## config.mk

```make
export PLATFORM = sky130hd
export DESIGN_NAME = pipe_ctrl
export DESIGN_NICKNAME = d
export VERILOG_FILES = /design/src/rtl/pipe_ctrl.sv
export SDC_FILE = /design/constraint.sdc
export NUM_CORES = 1
export LEC_CHECK = 0
export CAP_MARGIN = 0
export CORE_MARGIN = 2
export CORE_UTILIZATION = 48
export CTS_CLUSTER_SIZE = 16
export DETAILED_ROUTE_END_ITERATION = 16
export GPL_ROUTABILITY_DRIVEN = 1
export PLACE_DENSITY = 0.82
export SYNTH_ARGS = -nofsm -noshare
export SYNTH_HDL_FRONTEND = slang
export SYNTH_SLANG_ARGS = --single-unit
```

## constraint.sdc

```tcl
create_clock -name clk -period 2.46 [get_ports clk]
set_clock_uncertainty 0.2 [all_clocks]
set_input_delay 0.492 -clock clk [delete_from_list [all_inputs] [get_ports clk]]
set_output_delay 0.492 -clock clk [all_outputs]
set_load 0.03 [all_outputs]
```

## src/rtl/pipe_ctrl.sv

```systemverilog
// Five-stage pipeline sequencer: hold/flush arbitration, multi-cycle execute and flush window.
// Stall and done are combinational from state and requests; flush_o is registered.
module pipe_ctrl #(
  parameter int CNT_W        = 6,
  parameter int FLUSH_CYCLES = 1
) (
  input  logic             clk,
  input  logic             rst,
  input  logic             id_lu_req,
  input  logic             ex_mc_start,
  input  logic [CNT_W-1:0] ex_mc_len,
  input  logic             mem_wait,
  input  logic             flush_req,
  output logic [5:0]       stall_o,
  output logic             flush_o,
  output logic             ex_mc_done_o,
  output logic             busy_o,
  output logic [1:0]       state_o
);

  typedef enum logic [1:0] {
    RUN     = 2'd0,
    EX_HOLD = 2'd1,
    FLUSH   = 2'd2
  } state_t;

  localparam logic [1:0]       FLUSH_LOAD = 2'(FLUSH_CYCLES);
  localparam logic [CNT_W-1:0] ONE        = CNT_W'(1);
  localparam logic [CNT_W-1:0] TWO        = CNT_W'(2);

  state_t           state, state_nxt;
  logic [CNT_W-1:0] cnt, cnt_nxt;
  logic [1:0]       fcnt, fcnt_nxt;
  logic             flush_nxt;
  logic [5:0]       stall;
  logic             done;

  always_ff @(posedge clk or negedge rst) begin
    if (!rst) begin
      state   <= RUN;
      cnt     <= '0;
      fcnt    <= 2'd0;
      flush_o <= 1'b0;
    end else begin
      state   <= state_nxt;
      cnt     <= cnt_nxt;
      fcnt    <= fcnt_nxt;
      flush_o <= flush_nxt;
    end
  end

  always_comb begin
    state_nxt = state;
    cnt_nxt   = cnt;
    fcnt_nxt  = fcnt;
    flush_nxt = flush_o;
    stall     = 6'b000000;
    done      = 1'b0;
    if (flush_req) begin
      // Aborts any multi-cycle op in flight; a flush during FLUSH restarts the window.
      state_nxt = FLUSH;
      fcnt_nxt  = FLUSH_LOAD;
      flush_nxt = 1'b1;
      cnt_nxt   = '0;
    end else if (state == FLUSH) begin
      fcnt_nxt = fcnt - 2'd1;
      if (fcnt == 2'd1) begin
        flush_nxt = 1'b0;
        state_nxt = RUN;
      end
    end else if (mem_wait) begin
      stall = 6'b011111;
    end else if (state == EX_HOLD) begin
      if (cnt > ONE) begin
        stall   = 6'b001111;
        cnt_nxt = cnt - ONE;
      end else begin
        done      = 1'b1;
        state_nxt = RUN;
        cnt_nxt   = '0;
      end
    end else begin
      // RUN (the unused encoding also falls back here).
      state_nxt = RUN;
      if (ex_mc_start && ex_mc_len >= TWO) begin
        stall     = 6'b001111;
        cnt_nxt   = ex_mc_len - ONE;
        state_nxt = EX_HOLD;
      end else if (id_lu_req) begin
        stall = 6'b000111;
      end
    end
  end

  assign stall_o      = rst ? stall : 6'b000000;
  assign ex_mc_done_o = rst & done;
  assign busy_o       = rst & (state != RUN);
  assign state_o      = rst ? state : 2'd0;

endmodule

```

==> run summary, run 1 <==
GRT Overall Usage: 29.5%
Mapped Cells: 112
overall die area: 2320 sq um
Fmax achieved: 408 MHz
Clk pwr share: 19.1%
crit path time final: 2.45 ns
Residual DRC: 0
PnR worst setup slack: 0.00627 ns
Post-Layout Cell Count: 182
Sw Ratio: 39.0%
CTS Buffer Depth: 2
Worst Path Class, Setup: reg2out
layout cells sized above 1: 36.3%
Synth-to-Final Area Change: 54.8%
worst reg2reg path depth: 5
vias in the first global route: 1,060
Synth Register Bits: 11
power density over the cells: 492 nW/um^2
CP Capture Type: output port
post-synth top area cell: dfrtp_1
drt first pass iters: 4
Synth Net Count: 129
Flop pwr share: 32.2%
initial core utilization: 52.4%
# IOs: 23
via count: 1,054
net load switching power: 278 uW
Root Driver: clkbuf_4
CP max FO: 3
post-DP HPWL: 2.15 mm
crit path capture: stall_o[1]
Final GP Congestion: 0.856
Yosys cell types: 39
Tightest Hold Check Type: in2async
most area-consuming cells after synthesis: dfrtp_1 (29%), ha_1 (6.7%), a21oi_1 (5.4%), buf_4 (4.8%), inv_1 (3.6%)
Initial DRC Count: 34
Leak: 0.653 nW
placed insts: 175
mean post-synth cell area: 8.35 sq um
DR WL/cell: 16.2 microns
Worst VDD drop: 0.371 mV
Placeable Area: 1780 sq um
reg2reg start: cnt[0]
combinational power share: 48.7%
Inserted Clock Buffers: 3
diode count: 0
worst reg-to-reg setup slack: 0.41 ns
Die Wd: 48.1 microns
FP Rows: 15
Syn. warnings: 0
Post-Syn Area: 935 sq um
Reg clk slew, reported paths: 0.09 ns
Vias/cell: 5.79
first-pass GRT wire length: 4.70 mm
critical path startpoint: cnt[0]
TNS Setup: 0 ns
Worst-Skew Late Latency: 0.28 ns
Seq/Total Area, Yosys: 29.5%
# setup viols final: 0
worst endpoint required time: 1.77 ns
post-synth top area share: 29.5%
initial antenna violation count: 0
final period utilization: 99.7%
max-slew violations: 0
internal power: 434 uW
Startpoint Class: register
Hold Buf Count CTS: 0
final wirelength: 2.95 mm
Place WS: -0.449 ns
GRT overflow: 0
unrepaired setup endpoints after global routing: true
clock sink count: 11
reg-to-reg endpoint: cnt[5]
input/output buffers: 21
CTS tree: yes
H-tree depth: 1
Nets: 175
ANT nets after route: 0
die height: 48.1 microns
pin count of the biggest net entering global routing: 11
Final Hold Fails: 0
outcome: finished clean
Max Cap Viol: 0
Worst Path Arrival: 1.76 ns
critical path, cell delays in order (launching register included):
cell     delay, ns
dfrtp_1       0.42
inv_2         0.07
ha_4          0.16
or2_4         0.24
a21oi_4       0.16
nor2_4        0.08
a21oi_4       0.20
buf_6         0.16
what timing repair did:
| action | CTS | global route |
|---|---|---|
| buffers inserted | 0 | 3 |
| resized for setup | 24 | 3 |
| setup endpoints to repair | 7 | 5 |
| pin swaps | 6 | 7 |
| endpoints found under the hold margin | 0 | 0 |
layout make-up:
| class | count | area (sq um) |
|---|---|---|
| repair buffers | 48 | 400 |
| inverters | 9 | 33.8 |
| fillers | 113 | 337 |
| well taps | 25 | 31.3 |
| flip-flops and latches | 11 | 275 |
| multi-input cells | 85 | 679 |
| clock buffers | 4 | 26.3 |
synthesized netlist by cell type (all sizes together):
master   number
a21o          3
xor2          1
nor2          9
ha            5
nor3b         1
a2111oi       1
dfrtp        11
conb          1
o31ai         2
inv           9
o2bb2ai       2
or3b          2
a211oi        1
nor3          4
and2          2
nor4          3
a2bb2oi       1
or4           3
a22o          2
or2           2
nand3         2
nand2b        4
nand2         6
nor2b         2
a221oi        1
a32o          2
o21a          1
xnor2         3
or3           1
o32ai         1
buf           7
nand3b        1
mux2i         1
o211ai        1
a21oi        10
o21ai         4
cells by family (layout without fill, tap and decap cells):
kind of cell | count (synthesis) | after routing | synth area share (%)
simple gates | 42 | 42 | 25.4
compound gates | 32 | 32 | 24.2
buf+inv | 16 | 61 | 8.97
flops | 11 | 11 | 29.5
fa+ha+maj | 5 | 5 | 6.69
xor+xnor | 4 | 4 | 3.75
other cells | 1 | 1 | 0.401
mux | 1 | 1 | 1.07
cells in the final DEF (no fill, tap or decap), types with 3 or more instances in the layout:
cell type,Yosys,layout
a21o_1,3,3
a21oi_1,10,6
buf_4,6,31
buf_6,0,4
clkbuf_4,0,3
clkdlybuf4s50_1,0,6
dfrtp_1,11,11
dlygate4sd2_1,0,6
inv_1,9,8
nand2_1,6,6
nand2b_1,4,4
nor2_1,9,8
nor3_1,3,3
o21ai_0,4,3
xnor2_1,3,3
flip-flops by register name, summed over array words and instances, names as in the netlist:
| name | count |
|---|---|
| cnt | 6 |
| state | 2 |
| fcnt | 2 |
| flush_o | 1 |
metrics by stage:
step / area [sq um] / power (mW) / hold WS [ns] / util, %
floorplan: 968 / 0.420 / -0.00359 / -
global placement: 1320 / 0.531 / 0.259 / 74.0
detailed placement: 1320 / 0.545 / 0.270 / 74.0
CTS: 1410 / 0.692 / 0.0971 / 79.1
global route: 1450 / 0.753 / 0.107 / 81.1
finish: 1450 / 0.711 / 0.0910 / 81.1
routing by layer:
layer / vias up / share of wire (%) / global-route usage [%]
met5: - / 0 / 0
met1: 493 / 41 / 34.5
met3: 12 / 6.9 / 5.93
met2: 57 / 48 / 52.5
li1: 492 / - / -
met4: 0 / 3.7 / 11.4
worst min-delay path by stage:
stage / startpoint / to / slack, ns / cells past startpoint
6_report: rst / cnt[5] / 0.09 / 2
5_1_grt: rst / cnt[4] / 0.11 / 2
4_1_cts: rst / cnt[5] / 0.1 / 2
3_5_place_dp: flush_o / flush_o / 0.27 / 1
3_3_place_gp: flush_o / flush_o / 0.26 / 1
2_1_floorplan: rst / cnt[0] / -0.004 / 0
power by group through the flow:
| stage | combinational, mW | sequential (mW) | clock [mW] |
|---|---|---|---|
| after global routing | 0.377 | 0.231 | 0.145 |
| after global placement | 0.304 | 0.227 | 0 |
| after CTS | 0.334 | 0.227 | 0.131 |
| after detailed placement | 0.317 | 0.229 | 0 |
| after floorplan | 0.190 | 0.230 | 0 |
| final | 0.346 | 0.229 | 0.136 |
(Power assumes the default switching activity.)
==> run 2, diff against run 1 <==
--- a/config.mk
+++ b/config.mk
@@ -5,12 +5,12 @@
 export SDC_FILE = /design/constraint.sdc
 export NUM_CORES = 1
 export LEC_CHECK = 0
-export CAP_MARGIN = 0
 export CORE_MARGIN = 2
 export CORE_UTILIZATION = 48
 export CTS_CLUSTER_SIZE = 16
 export DETAILED_ROUTE_END_ITERATION = 16
 export GPL_ROUTABILITY_DRIVEN = 1
+export HOLD_SLACK_MARGIN = 0.1
 export PLACE_DENSITY = 0.82
 export SYNTH_ARGS = -nofsm -noshare
 export SYNTH_HDL_FRONTEND = slang
==> run summary, run 2 (same netlist as run 1, synthesis figures left out) <==
worst reg2reg path depth: 5
initial antenna violation count: 0
DR WL/cell: 16.2 microns
FP Rows: 15
layout cells sized above 1: 36.1%
reg2reg start: cnt[0]
Synth-to-Final Area Change: 55.8%
TNS Setup: 0 ns
reg-to-reg endpoint: cnt[5]
Final Hold Fails: 0
die height: 48.1 microns
Leak: 0.657 nW
Nets: 176
Post-Layout Cell Count: 183
number of flip-flops in the largest register: 6
H-tree depth: 1
worst endpoint required time: 1.77 ns
pin count of the biggest net entering global routing: 11
Initial DRC Count: 34
initial core utilization: 52.4%
diode count: 0
overall die area: 2320 sq um
GRT Overall Usage: 29.5%
ANT nets after route: 0
highest-count cells in the layout ignoring fill and taps: buf_4 (31), dfrtp_1 (11), inv_1 (8), nor2_1 (8)
clock sink count: 11
Vias/cell: 5.78
post-DP HPWL: 2.15 mm
Placeable Area: 1780 sq um
input/output buffers: 21
vias in the first global route: 1,060
power density over the cells: 489 nW/um^2
Total Power: 713 uW
commonest non-fill, non-tap cell in the layout: buf_4
biggest registers after layout: cnt (6), fcnt (2), state (2)
Max Cap Viol: 0
CP Capture Type: output port
Place WS: -0.449 ns
DP Area: 1320 sq um
Tightest Hold Check Type: in2async
Worst VDD drop: 0.371 mV
CTS tree: yes
Finished Core Util: 81.7%
max-slew violations: 0
Root Driver: clkbuf_4
Worst Path Class, Setup: reg2out
Post-Layout Inst Area: 1460 sq um
worst reg-to-reg setup slack: 0.41 ns
Reg clk slew, reported paths: 0.09 ns
outcome: finished clean
PnR worst setup slack: 0.00753 ns
final period utilization: 99.7%
Worst Path Arrival: 1.76 ns
CP max FO: 3
drt first pass iters: 4
Final GP Congestion: 0.856
Startpoint Class: register
crit path time final: 2.45 ns
Die Wd: 48.1 microns
largest register by flop count: cnt
first-pass GRT wire length: 4.70 mm
Inserted Clock Buffers: 3
# IOs: 23
final wirelength: 2.96 mm
GRT overflow: 0
Worst-Skew Late Latency: 0.28 ns
Fmax achieved: 408 MHz
placed insts: 175
via count: 1,057
CTS Buffer Depth: 2
unrepaired setup endpoints after global routing: true
# setup viols final: 0
Min Hold Slack: 0.219 ns
Residual DRC: 0
run 2: cell types whose count changed in the layout (fill, tap and decap cells not counted), sizes merged:
cell / delta
dlygate4sd3: +1
run 2: cell type report:
type                       count  area [sq um]
clock buffer                   4          26.3
fill                         112           327
inverter                       9          33.8
multi-input combinational     85           679
sequential                    11           275
tap                           25          31.3
timing repair buffer          49           410
run 2: metal layers:
| layer | up-vias | wire, microns | GRT usage (%) |
|---|---|---|---|
| met2 | 57 | 1430 | 52.5 |
| met4 | 0 | 110 | 11.4 |
| met1 | 493 | 1210 | 34.5 |
| met3 | 12 | 205 | 5.93 |
| li1 | 495 | - | - |
| met5 | - | 0 | 0 |
run 2: worst max-delay path by stage:
| stage | cells past startpoint | slack [ns] | to | start |
|---|---|---|---|---|
| 2_1_floorplan | 7 | 0.0003 | stall_o[1] | cnt[0] |
| 3_3_place_gp | 8 | -0.35 | stall_o[0] | ex_mc_len[0] |
| 3_5_place_dp | 8 | -0.45 | stall_o[1] | ex_mc_len[0] |
| 4_1_cts | 7 | 0.02 | stall_o[1] | cnt[0] |
| 5_1_grt | 7 | -0.05 | stall_o[1] | cnt[0] |
| 6_report | 7 | 0.008 | stall_o[1] | cnt[0] |
run 2: worst max-delay path, stage by stage, from the launching register on:
cell and delay (ns):
dfrtp_1 0.42, inv_2 0.07, ha_4 0.16, or2_4 0.24, a21oi_4 0.16, nor2_4 0.08, a21oi_4 0.20, buf_6 0.16
run 2: power by group:
| group | leakage (nW) | total (mW) | internal, mW | switching, mW |
|---|---|---|---|---|
| combinational | 0.501 | 0.347 | 0.167 | 0.180 |
| clock | 0.0150 | 0.136 | 0.0628 | 0.0733 |
| sequential | 0.142 | 0.229 | 0.205 | 0.0244 |
| total | 0.657 | 0.713 | 0.435 | 0.278 |
run 2: timing repair:
action,CTS,global route
setup buffers,0,3
hold buffers,1,0
gates resized for setup,24,3
setup endpoints to repair,7,5
endpoints found under the hold margin,4,0
pin swaps,6,7
